$ cat src/rtl/counter_sequence_monitor.sv
// Watches a free-running 3-bit up counter, locks onto a clean count sequence,
// and reports wraps and sequence violations through registered outputs.
//
// state   | meaning
// --------+-----------------------------------------------------------
// IDLE    | first edge after reset: capture q as reference
// ACQUIRE | counting consecutive correct increments toward LOCK_LEN
// LOCKED  | sequence trusted; wraps counted, mismatches flagged
// FAULT   | single cycle after a violation, then back to ACQUIRE
module counter_sequence_monitor #(
    parameter int LOCK_LEN = 2,
    parameter int WRAP_W   = 8
) (
    input  logic              clk,
    input  logic              rst_n,
    input  logic [2:0]        q,
    input  logic              clr,
    output logic              locked,
    output logic              wrap,
    output logic              err,
    output logic [3:0]        err_cnt,
    output logic [WRAP_W-1:0] wrap_cnt
);

    typedef enum logic [1:0] {
        IDLE    = 2'd0,
        ACQUIRE = 2'd1,
        LOCKED  = 2'd2,
        FAULT   = 2'd3
    } state_t;

    localparam logic [2:0] LOCK_N = 3'(LOCK_LEN);

    state_t              state_q, state_d;
    logic [2:0]          prev_q, prev_d;
    logic [2:0]          good_q, good_d;
    logic                locked_q, locked_d;
    logic                wrap_q, wrap_d;
    logic                err_q, err_d;
    logic [3:0]          err_cnt_q, err_cnt_d;
    logic [WRAP_W-1:0]   wrap_cnt_q, wrap_cnt_d;
    logic [2:0]          expected;
    logic                match;

    assign expected = prev_q + 3'd1;
    assign match    = (q == expected);

    always_ff @(posedge clk or negedge rst_n) begin
        if (!rst_n) begin
            state_q    <= IDLE;
            prev_q     <= 3'd0;
            good_q     <= 3'd0;
            locked_q   <= 1'b0;
            wrap_q     <= 1'b0;
            err_q      <= 1'b0;
            err_cnt_q  <= 4'd0;
            wrap_cnt_q <= '0;
        end else begin
            state_q    <= state_d;
            prev_q     <= prev_d;
            good_q     <= good_d;
            locked_q   <= locked_d;
            wrap_q     <= wrap_d;
            err_q      <= err_d;
            err_cnt_q  <= err_cnt_d;
            wrap_cnt_q <= wrap_cnt_d;
        end
    end

    always_comb begin
        state_d    = state_q;
        prev_d     = q;
        good_d     = good_q;
        wrap_d     = 1'b0;
        // clr wipes the counters first so a coinciding event lands on zero
        err_d      = clr ? 1'b0 : err_q;
        err_cnt_d  = clr ? 4'd0 : err_cnt_q;
        wrap_cnt_d = clr ? '0   : wrap_cnt_q;

        case (state_q)
            IDLE: begin
                good_d  = 3'd0;
                state_d = ACQUIRE;
            end
            ACQUIRE: begin
                if (match) begin
                    good_d = good_q + 3'd1;
                    if (good_q + 3'd1 == LOCK_N) begin
                        state_d = LOCKED;
                    end
                end else begin
                    good_d = 3'd0;
                end
            end
            LOCKED: begin
                if (match) begin
                    if (prev_q == 3'd7) begin
                        wrap_d     = 1'b1;
                        wrap_cnt_d = wrap_cnt_d + 1'b1;
                    end
                end else begin
                    state_d = FAULT;
                    err_d   = 1'b1;
                    if (err_cnt_d != 4'd15) begin
                        err_cnt_d = err_cnt_d + 4'd1;
                    end
                end
            end
            FAULT: begin
                good_d  = 3'd0;
                state_d = ACQUIRE;
            end
            default: begin
                good_d  = 3'd0;
                state_d = IDLE;
            end
        endcase

        locked_d = (state_d == LOCKED);
    end

    assign locked   = locked_q;
    assign wrap     = wrap_q;
    assign err      = err_q;
    assign err_cnt  = err_cnt_q;
    assign wrap_cnt = wrap_cnt_q;

endmodule
$ cat config.mk
export PLATFORM = sky130hd
export DESIGN_NAME = counter_sequence_monitor
export DESIGN_NICKNAME = d
export VERILOG_FILES = /design/src/rtl/counter_sequence_monitor.sv
export SDC_FILE = /design/constraint.sdc
export NUM_CORES = 1
export LEC_CHECK = 0
export CAP_MARGIN = 20
export CORE_MARGIN = 2
export CORE_UTILIZATION = 46
export DETAILED_ROUTE_END_ITERATION = 8
export GPL_TIMING_DRIVEN = 0
export PLACE_DENSITY = 0.74
export SLEW_MARGIN = 20
export SYNTH_ARGS = -nofsm -noshare
export SYNTH_HDL_FRONTEND = slang
export SYNTH_SLANG_ARGS = --single-unit
$ cat constraint.sdc
create_clock -name clk -period 2 [get_ports clk]
set_input_delay 0.3 -clock clk [delete_from_list [all_inputs] [get_ports clk]]
set_output_delay 0.3 -clock clk [all_outputs]
set_load 0.02 [all_outputs]
==> impl_metrics.env, run 1 <==
export IMPL_grt_max_degree=24
export IMPL_synthMuxAreaShare_pct=3.51
export IMPL_fmax_mhz=518
export IMPL_fp_dieArea_um2=3070
export IMPL_grt_use_total_pct=17.1
export IMPL_ys_seq_area_share_pct=47.4
export IMPL_synth_top_cell_area_share_pct=47.4
export IMPL_cts_inserted_buffers=3
export IMPL_drt_iter0_markers=12
export IMPL_path_clk_slew_ps=130
export IMPL_dp_hpwl_um=1710
export IMPL_wl_per_cell_um=14.3
export IMPL_synthArstFlopShare_pct=100
export IMPL_syn_num_nets=125
export IMPL_period_share_pct=96.5
export IMPL_nNetsFinal=156
export IMPL_synth_cell_types=34
export IMPL_power_frac_clock_pct=18.1
export IMPL_synth_area_leader_cell="dfrtp_1"
export IMPL_cp_data_required_time_ps=2270
export IMPL_slew_limit_headroom_pct=66.0
export IMPL_synthMostInstantiatedCell="dfrtp_1"
export IMPL_hold_path_class="primary input to async pin"
export IMPL_drc=0
export IMPL_synth_main_ff_cell="dfrtp_1"
export IMPL_overflow=0
export IMPL_synth_top_family_by_area="simple AND/OR/NAND/NOR gates"
export IMPL_syn_mean_instance_area_um2=11.0
export IMPL_fin_util_pct=63.2
export IMPL_setup_viol=0
export IMPL_initial_core_util_pct=48.5
export IMPL_wl_met2_um=1310
export IMPL_power_density_nw_per_um2=794
export IMPL_peakVddDrop_mv=0.519
export IMPL_clockBufferDepth=2
export IMPL_fin_area_um2=1580
export IMPL_drive_above_1_share_pct=20.7
export IMPL_syn_inst=110
export IMPL_gp_congestion=0.705
export IMPL_synth_edf_count=0
export IMPL_synth_xor_area_share_pct=8.35
export IMPL_status="complete, no violations"
export IMPL_finClkSkew_ps=2.88
export IMPL_finalHoldViolations=0
export IMPL_dr_pass1_iters=4
export IMPL_postRouteAntennaNets=0
export IMPL_route_met3_wl_um=74
export IMPL_synth_compound_area_share_pct=7.22
export IMPL_path_max_fanout=4
export IMPL_worstPathBufferInverterCount=1
export IMPL_synthAdderAreaFrac_pct=9.28
export IMPL_io_pins=21
export IMPL_synth_common_cells="dfrtp_1, ha_1, nand2b_1, nand3_1, nor2_1"
export IMPL_max_cap_violations=0
export IMPL_vias=911
export IMPL_grt_pass1_vias=938
export IMPL_swShare_pct=35.6
export IMPL_clkLatencyLatePin_ps=330
export IMPL_root_buffer="clkbuf_4"
export IMPL_reg2reg_slack_ps=70
export IMPL_syn_to_final_growth_pct=30.2
export IMPL_fp_row_count=18
export IMPL_path_delay_family="simple AND/OR/NAND/NOR gates"
export IMPL_p_leak_nw=0.701
export IMPL_antenna_found_initial=0
export IMPL_highest_layer="met4"
export IMPL_diodes=0
export IMPL_internal_power_mw=0.808
export IMPL_tritoncts="done"
export IMPL_die_h_um=55.4
export IMPL_slowest_stage="or4_4"
export IMPL_core_area_um2=2500
export IMPL_power_frac_comb_pct=37.6
export IMPL_met1_length_um=1010
export IMPL_fill_cells=205
export IMPL_max_stage_delay_ps=510
export IMPL_fin_hold_ws_ps=456
export IMPL_clock_sinks=23
export IMPL_avgViaCountPerCell=5.36
export IMPL_synth_simple_gate_area_share_pct=22.4
export IMPL_worstMarginPinSlew_ps=511
export IMPL_ys_ff_latch=23
export IMPL_placed_area_um2=1450
export IMPL_switchingPower_mw=0.447
export IMPL_portBuffers=20
export IMPL_criticalPathCategory="register to register"
export IMPL_tns_ps=0
export IMPL_synth_area_top_cells="dfrtp_1, ha_1, xnor2_1"
export IMPL_crit_chain="ha_2, ha_4, xnor2_2, buf_4, nand4_4, or4_4, a21oi_2"
export IMPL_crit_path_end_kind="register"
export IMPL_netlist_area_um2=1210
export IMPL_htreeDepth=1
export IMPL_arrival_ps=2200
export IMPL_yosysWarnings=0
export IMPL_start_kind="register"
export IMPL_grt_first_pass_wirelength_um=4210
export IMPL_drv_slew=0
export IMPL_rsz0062_at_grt="true"
export IMPL_period_needed_ps=1930
export IMPL_wirelength_um=2430
export IMPL_pwr_share_seq_pct=44.3
export IMPL_die_w_um=55.4
-- cells by family (layout without fill, tap and decap cells) --
kind of cell	after synthesis	after routing
simple gates	46	46
flops	23	23
compound gates	13	13
fa+ha+maj	9	9
xor+xnor	9	9
buf+inv	6	36
mux	4	4
-- what timing repair did --
action	4_1_cts	5_1_grt
buffers inserted	4	1
gates resized for setup	4	9
gates cloned	0	0
hold buffers	0	1
endpoints found under the hold margin	0	23
setup endpoints to repair	3	5
pin swaps	2	5
-- cell type report --
type                    instances  area [um2]  share of cell area [%]
plain buffers                   1        5.00                   0.317
clock buffers                   4        26.3                    1.66
inverters                       5        18.8                    1.19
multi-input cells              81         674                    42.7
flip-flops and latches         23         576                    36.4
well taps                      30        37.5                    2.38
repair buffers                 26         243                    15.4
-- registers in the layout, summed over array words and instances (netlist names) --
register / flops
state_q: 2
wrap_cnt: 8
wrap: 1
err_cnt: 4
err: 1
locked: 1
good_q: 3
prev_q: 3
-- cells in the final DEF (no fill, tap or decap), drive strengths merged --
master	count
nand3	7
clkbuf	5
nand2b	7
nor3	2
a221oi	2
mux2i	2
nand4	1
o21ai	3
and2	2
nand4b	1
nor2b	6
or3	1
nand3b	1
clkdlybuf4s50	19
buf	6
or2	1
or4	1
inv	5
o211ai	1
xnor2	8
ha	9
dlygate4sd3	1
o31ai	1
dfrtp	23
xor2	1
and3	3
nor2	7
nand2	5
nor4	1
a22o	1
a21oi	3
a21o	1
o41ai	1
mux2	2
-- metal layers --
layer  track usage (%)  vias up
met5                 0        -
met1              21.8      451
met2              28.9       17
met4              7.32        0
li1                  -      440
met3              2.58        3
-- stage by stage --
step / setup slack, ps / power (mW) / std cells
3_5_place_dp: -267 / 0.985 / 160
3_3_place_gp: -241 / 0.951 / 160
4_1_cts: 12.1 / 1.23 / 168
2_1_floorplan: 4.79 / 0.845 / 110
5_1_grt: -4.99 / 1.33 / 170
6_report: 70.5 / 1.26 / 170
-- power groups by stage --
stage          clock (mW)  sequential (mW)  combinational [mW]
2_1_floorplan           0            0.586               0.259
3_3_place_gp            0            0.562               0.389
3_5_place_dp            0            0.567               0.418
4_1_cts             0.232            0.557               0.442
5_1_grt             0.245            0.561               0.522
6_report            0.228            0.556               0.472
-- final timing paths --
| check | from | to | cells past startpoint |
|---|---|---|---|
| setup / recovery | prev_q[0] | wrap_cnt[7] | 7 |
| hold / removal | rst_n | locked | 2 |
| setup reg to reg | prev_q[0] | wrap_cnt[7] | 7 |
| hold reg to reg | good_q[1] | good_q[1] | 2 |
| max in group asynchronous | rst_n | prev_q[0] | 2 |
| min in group clk | q[1] | prev_q[1] | 1 |
No activity file was read; power rests on OpenSTA's default activity.
==> inputs of run 2 (changes only) <==
--- a/config.mk
+++ b/config.mk
@@ -5,7 +5,7 @@
 export SDC_FILE = /design/constraint.sdc
 export NUM_CORES = 1
 export LEC_CHECK = 0
-export CAP_MARGIN = 20
+export CAP_MARGIN = 30
 export CORE_MARGIN = 2
 export CORE_UTILIZATION = 46
 export DETAILED_ROUTE_END_ITERATION = 8
==> run 2 against run 1 <==
Sequential power about the same; design area barely moved; fmax rose by 0.44%; critical path type unchanged; largest cell class unchanged.
==> impl_metrics.env, run 2 (synthesis gave the netlist of run 1 again) <==
export IMPL_slew_limit_headroom_pct=71.7
export IMPL_status="complete, no violations"
export IMPL_gp_congestion=0.705
export IMPL_nNetsFinal=155
export IMPL_numPlacedInstances=161
export IMPL_largest_reg_flops=8
export IMPL_antenna_found_initial=0
export IMPL_fp_row_count=18
export IMPL_wl_per_cell_um=13.8
export IMPL_grt_first_pass_wirelength_um=4170
export IMPL_root_buffer="clkbuf_4"
export IMPL_tritoncts="done"
export IMPL_grt_max_degree=16
export IMPL_die_w_um=55.4
export IMPL_die_h_um=55.4
export IMPL_timing_rr_end="wrap_cnt[7]"
export IMPL_initial_core_util_pct=48.5
export IMPL_htreeDepth=1
export IMPL_worstMarginPinSlew_ps=423
export IMPL_core_area_um2=2500
export IMPL_cts_inserted_buffers=3
export IMPL_drv_slew=0
export IMPL_r2r_start="prev_q[0]"
export IMPL_grt_pass1_vias=905
export IMPL_syn_to_final_growth_pct=30.1
export IMPL_arrival_ps=2180
export IMPL_overflow=0
export IMPL_cp_data_required_time_ps=2260
export IMPL_final_common_cell="dfrtp_1"
export IMPL_placed_area_um2=1470
export IMPL_io_pins=21
export IMPL_rsz0062_at_grt="false"
export IMPL_fin_area_um2=1580
export IMPL_avgViaCountPerCell=5.43
export IMPL_start_kind="register"
export IMPL_vias=918
export IMPL_fin_hold_ws_ps=270
export IMPL_drive_above_1_share_pct=20.1
export IMPL_setup_viol=0
export IMPL_reg2reg_slack_ps=80
export IMPL_period_share_pct=96.1
export IMPL_finClkSkew_ps=1.39
export IMPL_power_density_nw_per_um2=771
export IMPL_fp_dieArea_um2=3070
export IMPL_clock_sinks=23
export IMPL_criticalPathCategory="register to register"
export IMPL_postRouteAntennaNets=0
export IMPL_fill_cells=192
export IMPL_crit_path_end_kind="register"
export IMPL_grt_use_total_pct=16.7
export IMPL_drc=0
export IMPL_dp_hpwl_um=1770
export IMPL_peakVddDrop_mv=0.664
export IMPL_clockBufferDepth=2
export IMPL_period_needed_ps=1920
export IMPL_wirelength_um=2340
export IMPL_final_cell_mix="dfrtp_1, clkdlybuf4s50_1, nand2b_1, nor2_1, ha_1"
export IMPL_hold_buffers=0
export IMPL_pre_cts_ws_ps=-288
export IMPL_path_clk_slew_ps=130
export IMPL_path_max_fanout=4
export IMPL_r2r_cells=7
export IMPL_setup_ws_ps=78.9
export IMPL_portBuffers=20
export IMPL_finalHoldViolations=0
export IMPL_dr_pass1_iters=4
export IMPL_finalNonFillerCells=169
export IMPL_fmax_mhz=521
export IMPL_drt_iter0_markers=16
export IMPL_p_leak_nw=0.703
export IMPL_clkLatencyLatePin_ps=310
export IMPL_fin_util_pct=63.2
export IMPL_diodes=0
export IMPL_hold_path_class="primary input to async pin"
export IMPL_max_cap_violations=0
## run 2: cell type report
class / count / area [um2] / share of cell area, %
clock buffer: 3 / 22.5 / 1.43
sequential: 23 / 576 / 36.5
timing repair buffer: 25 / 249 / 15.8
buffer: 1 / 5.00 / 0.317
multi-input combinational: 81 / 666 / 42.2
inverter: 5 / 18.8 / 1.19
tap: 30 / 37.5 / 2.38
clock inverter: 1 / 5.00 / 0.317
## run 2: worst max-delay path, stage by stage (launching register included)
cell and delay, ps:
dfrtp_1 410, ha_2 190, ha_4 270, xnor2_2 110, buf_6 140, nand4_4 120, or4_4 510, a21oi_2 120
## run 2: worst max-delay path by stage
stage,end,startpoint
3_3_place_gp,wrap_cnt[4],clr
3_5_place_dp,wrap_cnt[4],clr
5_1_grt,wrap_cnt[7],prev_q[0]
4_1_cts,wrap_cnt[7],prev_q[0]
6_report,wrap_cnt[7],prev_q[0]
2_1_floorplan,wrap_cnt[7],prev_q[0]
## run 2: stage by stage
step / setup TNS (ps) / total power [mW]
global route: 0 / 1.29
detailed placement: -653 / 0.989
global placement: -419 / 0.951
CTS: 0 / 1.22
finish: 0 / 1.22
floorplan: 0 / 0.845
## run 2: repair_timing
action,CTS,global route
setup buffers,4,0
gates resized for setup,4,10
pin swaps,2,4
gates cloned,0,0
endpoints found under the setup margin,3,4
## run 2: power by group
part | switching (mW) | internal [mW] | leakage, nW | total [mW]
Sequential | 0.0377 | 0.519 | 0.307 | 0.556
Combinational | 0.247 | 0.196 | 0.378 | 0.443
Clock | 0.143 | 0.0749 | 0.0177 | 0.218
## run 2: metal layers
layer | routed length [um] | GRT usage (%) | part of all wire, % | vias up
li1 | - | - | - | 440
met1 | 1030 | 22.5 | 44 | 458
met2 | 1220 | 28.2 | 52 | 16
met3 | 65 | 2.34 | 2.8 | 4
met4 | 24 | 4.18 | 1.0 | 0
met5 | 0 | 0 | 0 | -
==> inputs of run 3 (changes only) <==
--- a/config.mk
+++ b/config.mk
@@ -9,6 +9,7 @@
 export CORE_MARGIN = 2
 export CORE_UTILIZATION = 46
 export DETAILED_ROUTE_END_ITERATION = 8
+export GPL_ROUTABILITY_DRIVEN = 0
 export GPL_TIMING_DRIVEN = 0
 export PLACE_DENSITY = 0.74
 export SLEW_MARGIN = 20
==> results of run 3 <==
Same layout as run 2: the final DEF is identical, and so are final timing and power.
